===== config.mk =====
export PLATFORM = sky130hd
export DESIGN_NAME = param_bank
export DESIGN_NICKNAME = d
export VERILOG_FILES = /design/src/rtl/gpu_pkg.sv /design/src/rtl/param_byte_cell.sv /design/src/rtl/param_bank.sv
export SDC_FILE = /design/constraint.sdc
export NUM_CORES = 2
export LEC_CHECK = 0
export BUFFER_PORTS_ARGS = -buffer_cell sky130_fd_sc_hd__buf_2
export CORE_AREA = 2 2 346 348
export CTS_CLUSTER_SIZE = 24
export DETAILED_ROUTE_END_ITERATION = 16
export DIE_AREA = 0 0 348 350
export PLACE_DENSITY = 0.49
export SKIP_LAST_GASP = 1
export SYNTH_ARGS = -nofsm -noshare
export SYNTH_HDL_FRONTEND = slang
export SYNTH_SLANG_ARGS = --single-unit

===== constraint.sdc =====
create_clock -name clk -period 32.5 [get_ports clk]
set_clock_uncertainty 0.1 [all_clocks]
set_input_delay 6.5 -clock clk [delete_from_list [all_inputs] [get_ports clk]]
set_output_delay 6.5 -clock clk [all_outputs]
set_load 0.02 [all_outputs]

===== src/rtl/gpu_pkg.sv =====
// Shared GPU parameter-bank definitions: default bank geometry, the commit
// state encoding and named byte positions of the scene/transform parameters.
package gpu_pkg;

    // Default bank geometry; 2**DEFAULT_IDX_W must cover DEFAULT_NUM_REGS
    localparam int DEFAULT_NUM_REGS = 55;
    localparam int DEFAULT_IDX_W    = 6;

    // Commit state: IDLE collects bytes, PENDING holds a complete packet
    typedef enum logic {
        IDLE    = 1'b0,
        PENDING = 1'b1
    } bank_state_t;

    // Named byte positions inside the flattened parameter bus
    localparam int IDX_MODE    = 0;
    localparam int IDX_ROT_X   = 1;
    localparam int IDX_ROT_Y   = 2;
    localparam int IDX_ROT_Z   = 3;
    localparam int IDX_SCALE   = 4;
    localparam int IDX_TRANS_X = 5;
    localparam int IDX_TRANS_Y = 6;
    localparam int IDX_TRANS_Z = 7;
    localparam int IDX_CTRL    = 54;

    // True when a byte index addresses a real register of the bank
    function automatic logic idx_in_range(input int unsigned idx_value,
                                          input int unsigned num_regs);
        return idx_value < num_regs;
    endfunction

endpackage


===== src/rtl/param_byte_cell.sv =====
// One byte of the parameter bank: a shadow byte that collects packet data,
// the active byte seen by the renderer, and a mask bit marking the shadow
// byte as written since the last commit.
module param_byte_cell (
    input  logic       clk,
    input  logic       reset,
    input  logic       wr_en,
    input  logic [7:0] wr_data,
    input  logic       commit,
    input  logic       clear,
    output logic [7:0] active_byte
);

    logic [7:0] shadow_byte;
    logic       mask_bit;

    // Commit copies shadow to active only for written bytes; a write on the
    // commit edge lands after the mask clear so it belongs to the next commit
    always_ff @(posedge clk or posedge reset) begin
        if (reset) begin
            shadow_byte <= 8'h00;
            active_byte <= 8'h00;
            mask_bit    <= 1'b0;
        end else begin
            if (commit && mask_bit) begin
                active_byte <= shadow_byte;
            end
            if (wr_en) begin
                shadow_byte <= wr_data;
                mask_bit    <= 1'b1;
            end else if (clear) begin
                mask_bit    <= 1'b0;
            end
        end
    end

endmodule


===== src/rtl/param_bank.sv =====
// Double-buffered GPU parameter bank. Bytes from the packet interface are
// collected in a shadow bank and copied to the active bank in one step, so
// the renderer never sees a half-updated packet.
//
// Build option PARAM_BANK_FRAME_SYNC_EN:
//   defined   - a completed packet waits in PENDING and commits on the next
//               frame_start (vblank), so parameters change between frames.
//   undefined - frame_start is ignored and pc_ready commits at its own edge;
//               commit_pending never rises.
module param_bank
    import gpu_pkg::*;
#(
    parameter int NUM_REGS = DEFAULT_NUM_REGS,
    parameter int IDX_W    = DEFAULT_IDX_W
) (
    input  logic                  clk,
    input  logic                  reset,
    input  logic                  update_reg,
    input  logic [IDX_W-1:0]      idx,
    input  logic [7:0]            read_data,
    input  logic                  pc_ready,
    input  logic                  frame_start,
    output logic [NUM_REGS*8-1:0] params,
    output logic                  commit_pending,
    output logic                  commit_done,
    output logic [7:0]            commit_cnt,
    output logic                  idx_err
);

    bank_state_t state;
    logic        idx_valid;
    logic        commit_fire;

    assign idx_valid = idx_in_range(32'(idx), NUM_REGS);

`ifdef PARAM_BANK_FRAME_SYNC_EN
    // The commit waits for vblank once a packet is complete
    assign commit_fire = (state == PENDING) && frame_start;
`else
    // The commit follows the packet-complete strobe directly
    assign commit_fire = pc_ready;
`endif

    // Commit sequencing, commit counter, done pulse and sticky index error
    always_ff @(posedge clk or posedge reset) begin
        if (reset) begin
            state          <= IDLE;
            commit_pending <= 1'b0;
            commit_done    <= 1'b0;
            commit_cnt     <= 8'h00;
            idx_err        <= 1'b0;
        end else begin
            commit_done <= commit_fire;
            if (commit_fire) begin
                commit_cnt <= commit_cnt + 8'd1;
            end
            if (update_reg && !idx_valid) begin
                idx_err <= 1'b1;
            end
            case (state)
                IDLE: begin
`ifdef PARAM_BANK_FRAME_SYNC_EN
                    if (pc_ready) begin
                        state          <= PENDING;
                        commit_pending <= 1'b1;
                    end
`endif
                end
                PENDING: begin
                    if (frame_start) begin
                        state          <= IDLE;
                        commit_pending <= 1'b0;
                    end
                end
                default: begin
                    state          <= IDLE;
                    commit_pending <= 1'b0;
                end
            endcase
        end
    end

    // One cell per register; each decodes its own write strobe from idx
    for (genvar k = 0; k < NUM_REGS; k++) begin : g_cell
        logic cell_wr;
        assign cell_wr = update_reg && (idx == IDX_W'(k));

        param_byte_cell u_cell (
            .clk         (clk),
            .reset       (reset),
            .wr_en       (cell_wr),
            .wr_data     (read_data),
            .commit      (commit_fire),
            .clear       (commit_fire),
            .active_byte (params[8*k +: 8])
        );
    end

endmodule


==> flow_summary.rst <==
.. list-table::
   :header-rows: 1

   * - Metric
     - Value
   * - Outcome
     - completed
   * - Share of the synthesized area in compound gates (AO/OA/AOI/OAI)
     - 0.00912
   * - Count of port buffers added during placement
     - ~470
   * - Detailed-router iteration count before antenna repair
     - 4
   * - Xor/xnor share of the synthesized area
     - 0.00174
   * - Startpoint type of the worst setup path
     - input port
   * - CP Depth
     - 7
   * - Num Clock Sinks
     - approximately 950
   * - Number of pins exceeding their max-slew limit in the final report
     - 0
   * - Vias in the first global route
     - between 20k and 25k
   * - Number of buffers between clock root and the deepest sink
     - 3
   * - Synthesized netlist cell count
     - roughly 2.1k
   * - Post-place instance area
     - approximately 0.039 mm^2
   * - Core Rows
     - approximately 130
   * - Worst r2r dst
     - g_cell[46].u_cell.active_byte[2]
   * - Switching share of power
     - 0.247
   * - Crit path DAT
     - about 12 ns
   * - Total routing usage reported by global routing
     - 0.164
   * - Critical Path End Type
     - asynchronous set/reset pin
   * - Leakage
     - between 20 and 25 nW
   * - Clock tree root driver cell
     - sky130_fd_sc_hd__clkbuf_16
   * - Syn Area/Cell
     - 16.4 um^2
   * - Largest fanout on the critical path
     - 190
   * - Fin nets
     - ~2.7k
   * - CTS tree
     - yes
   * - Layout overhead on the synthesized area
     - 22.9%
   * - Share of final-layout standard cells stronger than drive strength 1
     - 0.568
   * - Delay of the slowest cell on the worst path
     - a little over 0.9 ns
   * - CTS H-tree depth
     - 3
   * - Pin count of the biggest net entering global routing
     - around 190
   * - First-pass GRT wire length
     - about 150000 um
   * - Area contributors post-synth
     - sky130_fd_sc_hd__dfrtp_1, sky130_fd_sc_hd__mux2_2, sky130_fd_sc_hd__nand2_1
   * - Critical-path cell list
     - buf_2, clkinvlp_4, buf_4, buf_4, buf_12, buf_4, buf_4
   * - Final setup violation count
     - 0
   * - Final Routed Wirelength
     - ~100000 um
   * - Fin area
     - approximately 0.043 mm^2
   * - Peak clock frequency supported by timing
     - about 91 MHz
   * - Multi-input gate area
     - about 0.011 mm^2
   * - Yosys cell types
     - 30
   * - Detail-routed net length per standard cell
     - around 23 um
   * - Routed via count
     - between 15k and 20k
   * - Total congestion overflow after global routing
     - 0
   * - DRT iter0 DRCs
     - just under 700
   * - Vertical extent of the die
     - 350 um
   * - Seq. cell area
     - between 0.02 and 0.025 mm^2
   * - Proportion of synthesized chip area in sequential cells
     - 0.673
   * - Number of inserted filler cells in the final layout
     - 11.2k
   * - Worst path slowest cell
     - sky130_fd_sc_hd__buf_4
   * - Cell area after synthesis
     - approximately 0.035 mm^2
   * - Setup repair after global routing missed its margin
     - no
   * - Clock input transition at the sequential cells of the worst setup and hold paths
     - 0.05 ns
   * - Register bit total from synthesis
     - approximately 950
   * - Initial antenna violation count
     - 9
   * - Area share of the leading cell type in the synthesized netlist
     - 0.673
   * - Top cell by count, worst path
     - sky130_fd_sc_hd__buf_4
   * - Post-cts hold buffer count
     - 0
   * - WS Path Type
     - in -> async
   * - Area share of fa/ha/maj cells after synthesis
     - 0.000356
   * - Detailed placement HPWL
     - 65500 um
   * - Class of the worst hold path
     - reg -> reg
   * - Most used cells in the layout excluding fill and tap cells
     - sky130_fd_sc_hd__dfrtp_1, sky130_fd_sc_hd__mux2_2, sky130_fd_sc_hd__buf_2
   * - Floorplan die area
     - 0.122 mm^2
   * - Hold Path Depth
     - 1
   * - Worst Path Buf+Inv
     - 7
   * - Worst hold endpoint
     - g_cell[39].u_cell.mask_bit
   * - Power Dens Cells
     - about 66 mW/mm^2
   * - Sequential share of power
     - 0.470
   * - Setup Total Neg Slack
     - 0 ns
   * - Placeable Area
     - between 0.1 and 0.15 mm^2
   * - Cell taking the most area after synthesis
     - sky130_fd_sc_hd__dfrtp_1
   * - Multiplexer share of the synthesized area
     - 0.282
   * - Slack of the worst reg-to-reg path
     - around 31 ns
   * - Net Count, Synth
     - between 2k and 2.5k
   * - Setup Buffers After CTS
     - 0
   * - Clock period minus final worst setup slack
     - 11.02 ns
   * - Post-CTS sizing
     - 0
   * - Number of hold violations in the final report
     - 0
   * - Clock network power share
     - 0.440
   * - Io pins
     - 470
   * - Synthesized-area fraction occupied by and/or/nand/nor cells
     - 0.0210
   * - Internal power
     - around 2.2 mW
   * - Largest family of logic cells by synthesized area
     - multiplexers
   * - Reg-to-reg startpoint
     - g_cell[46].u_cell.mask_bit
   * - Count of nets left with antenna violations after detail routing
     - 0
   * - Critical path's top delay family
     - buffers and inverters
   * - Routability congestion estimate
     - ~0.76
   * - Number of CTS-inserted buffers
     - 106
   * - Net switching power figure
     - 0.705 mW
   * - Clock Latency Late Sink
     - ~0.70 ns
   * - DRC viols
     - 0
   * - Slew HR
     - 0.193
   * - CP required
     - approximately 33 ns
   * - Mean number of vias per cell
     - ~4.6
   * - Die W
     - around 350 um
   * - Depth of the worst register-to-register path
     - 2
   * - Share of total power in combinational logic
     - 0.090
   * - Synth Warn #
     - 0
   * - Initial standard-cell utilization of the core
     - 0.298
   * - Startpoint of the lowest-slack hold path
     - g_cell[39].u_cell.mask_bit
   * - Total of max-cap violations
     - 0
   * - Slew of the pin with the lowest slew margin
     - 1.21 ns
   * - Peak supply drop
     - approximately 0.000042 V
   * - Final period util
     - 0.339
   * - Most frequent standard cell in the layout excluding fill and tap cells
     - sky130_fd_sc_hd__dfrtp_1
## cells in the mapped netlist
| library cell | instances |
|---|---|
| sky130_fd_sc_hd__mux2_2 | 873 |
| sky130_fd_sc_hd__and3_1 | 2 |
| sky130_fd_sc_hd__mux2_1 | 8 |
| sky130_fd_sc_hd__buf_1 | 12 |
| sky130_fd_sc_hd__clkbuf_1 | 60 |
| sky130_fd_sc_hd__nor3_1 | 1 |
| sky130_fd_sc_hd__nor2_1 | 1 |
| sky130_fd_sc_hd__nand3b_1 | 2 |
| sky130_fd_sc_hd__nand2_1 | 98 |
| sky130_fd_sc_hd__buf_4 | 1 |
| sky130_fd_sc_hd__inv_1 | 42 |
| sky130_fd_sc_hd__conb_1 | 1 |
| sky130_fd_sc_hd__a21o_1 | 16 |
| sky130_fd_sc_hd__nor4bb_1 | 3 |
| sky130_fd_sc_hd__nor2_2 | 15 |
| sky130_fd_sc_hd__nor4b_2 | 4 |
| sky130_fd_sc_hd__and4bb_1 | 2 |
| sky130_fd_sc_hd__and4bb_2 | 1 |
| sky130_fd_sc_hd__xnor2_1 | 4 |
| sky130_fd_sc_hd__o21ai_0 | 40 |
| sky130_fd_sc_hd__xor2_1 | 3 |
| sky130_fd_sc_hd__dfrtp_1 | 945 |
| sky130_fd_sc_hd__ha_1 | 1 |
| sky130_fd_sc_hd__nand4b_1 | 4 |
| sky130_fd_sc_hd__and3b_1 | 2 |
| sky130_fd_sc_hd__nand4_1 | 4 |
| sky130_fd_sc_hd__or3b_2 | 1 |
| sky130_fd_sc_hd__nor3b_1 | 1 |
| sky130_fd_sc_hd__nor4_2 | 1 |
| sky130_fd_sc_hd__nand2b_1 | 1 |
## registers in the layout, summed over array words and instances, names as in the netlist
register	flops
commit_done	1
g_cell.u_cell.mask_bit	55
idx_err	1
commit_cnt	8
g_cell.u_cell.active_byte	440
g_cell.u_cell.shadow_byte	440
## power groups by stage
stage / combinational, mW / clock (mW) / sequential [mW]
after floorplan: 0.128 / 0 / 1.39
final: 0.257 / 1.26 / 1.34
after CTS: 0.265 / 1.30 / 1.34
after global routing: 0.280 / 1.35 / 1.36
after detailed placement: 0.265 / 0 / 1.36
after global placement: 0.258 / 0 / 1.36
## cell families after synthesis
logic type	Yosys count
flops	945
mux	881
simple gates	143
buf+inv	115
compound gates	56
xor+xnor	7
fa+ha+maj	1
other cells	1
## how the worst max path moves through the flow
stage | from | endpoint | slack [ns]
after floorplan | reset | commit_cnt[0] | 12.89
after global placement | reset | g_cell[27].u_cell.shadow_byte[3] | 20.78
after detailed placement | reset | g_cell[27].u_cell.shadow_byte[3] | 20.53
after CTS | reset | g_cell[39].u_cell.shadow_byte[6] | 21.30
after global routing | reset | g_cell[27].u_cell.shadow_byte[5] | 20.67
final | reset | g_cell[39].u_cell.shadow_byte[6] | 21.48
## worst reg2reg max path, stage by stage, from the launching register on
cell and delay (ns):
sky130_fd_sc_hd__dfrtp_1 0.37, sky130_fd_sc_hd__nand2_1 0.47, sky130_fd_sc_hd__mux2_2 0.41
## stage by stage
stage / total power, mW / util / hold slack [ns] / std cells / worst slack [ns]
floorplan: 1.52 / - / 0.354 / 2149 / 12.89
global placement: 1.61 / 0.335 / 0.362 / 4102 / 20.78
global route: 2.98 / 0.367 / 0.388 / 4300 / 20.67
finish: 2.86 / 0.367 / 0.377 / 4306 / 21.48
CTS: 2.91 / 0.367 / 0.382 / 4300 / 21.30
detailed placement: 1.63 / 0.335 / 0.369 / 4102 / 20.53
## cell type report
| class | count | area share |
|---|---|---|
| well taps | 1536 | 0.0445 |
| clock inverters | 46 | 0.0142 |
| inverters | 42 | 0.00374 |
| repair buffers | 490 | 0.0589 |
| multi-input cells | 1089 | 0.258 |
| flip-flops and latches | 945 | 0.548 |
| diodes | 6 | 0.000348 |
| clock buffers | 152 | 0.0724 |
## layer usage
layer	wire length (um)	track usage	part of all wire
met4	2360	0.0514	0.024
met5	37	0	0.00037
met2	48200	0.271	0.48
met3	6940	0.0498	0.069
met1	42400	0.205	0.42
No activity file was read; power rests on OpenSTA's default activity.
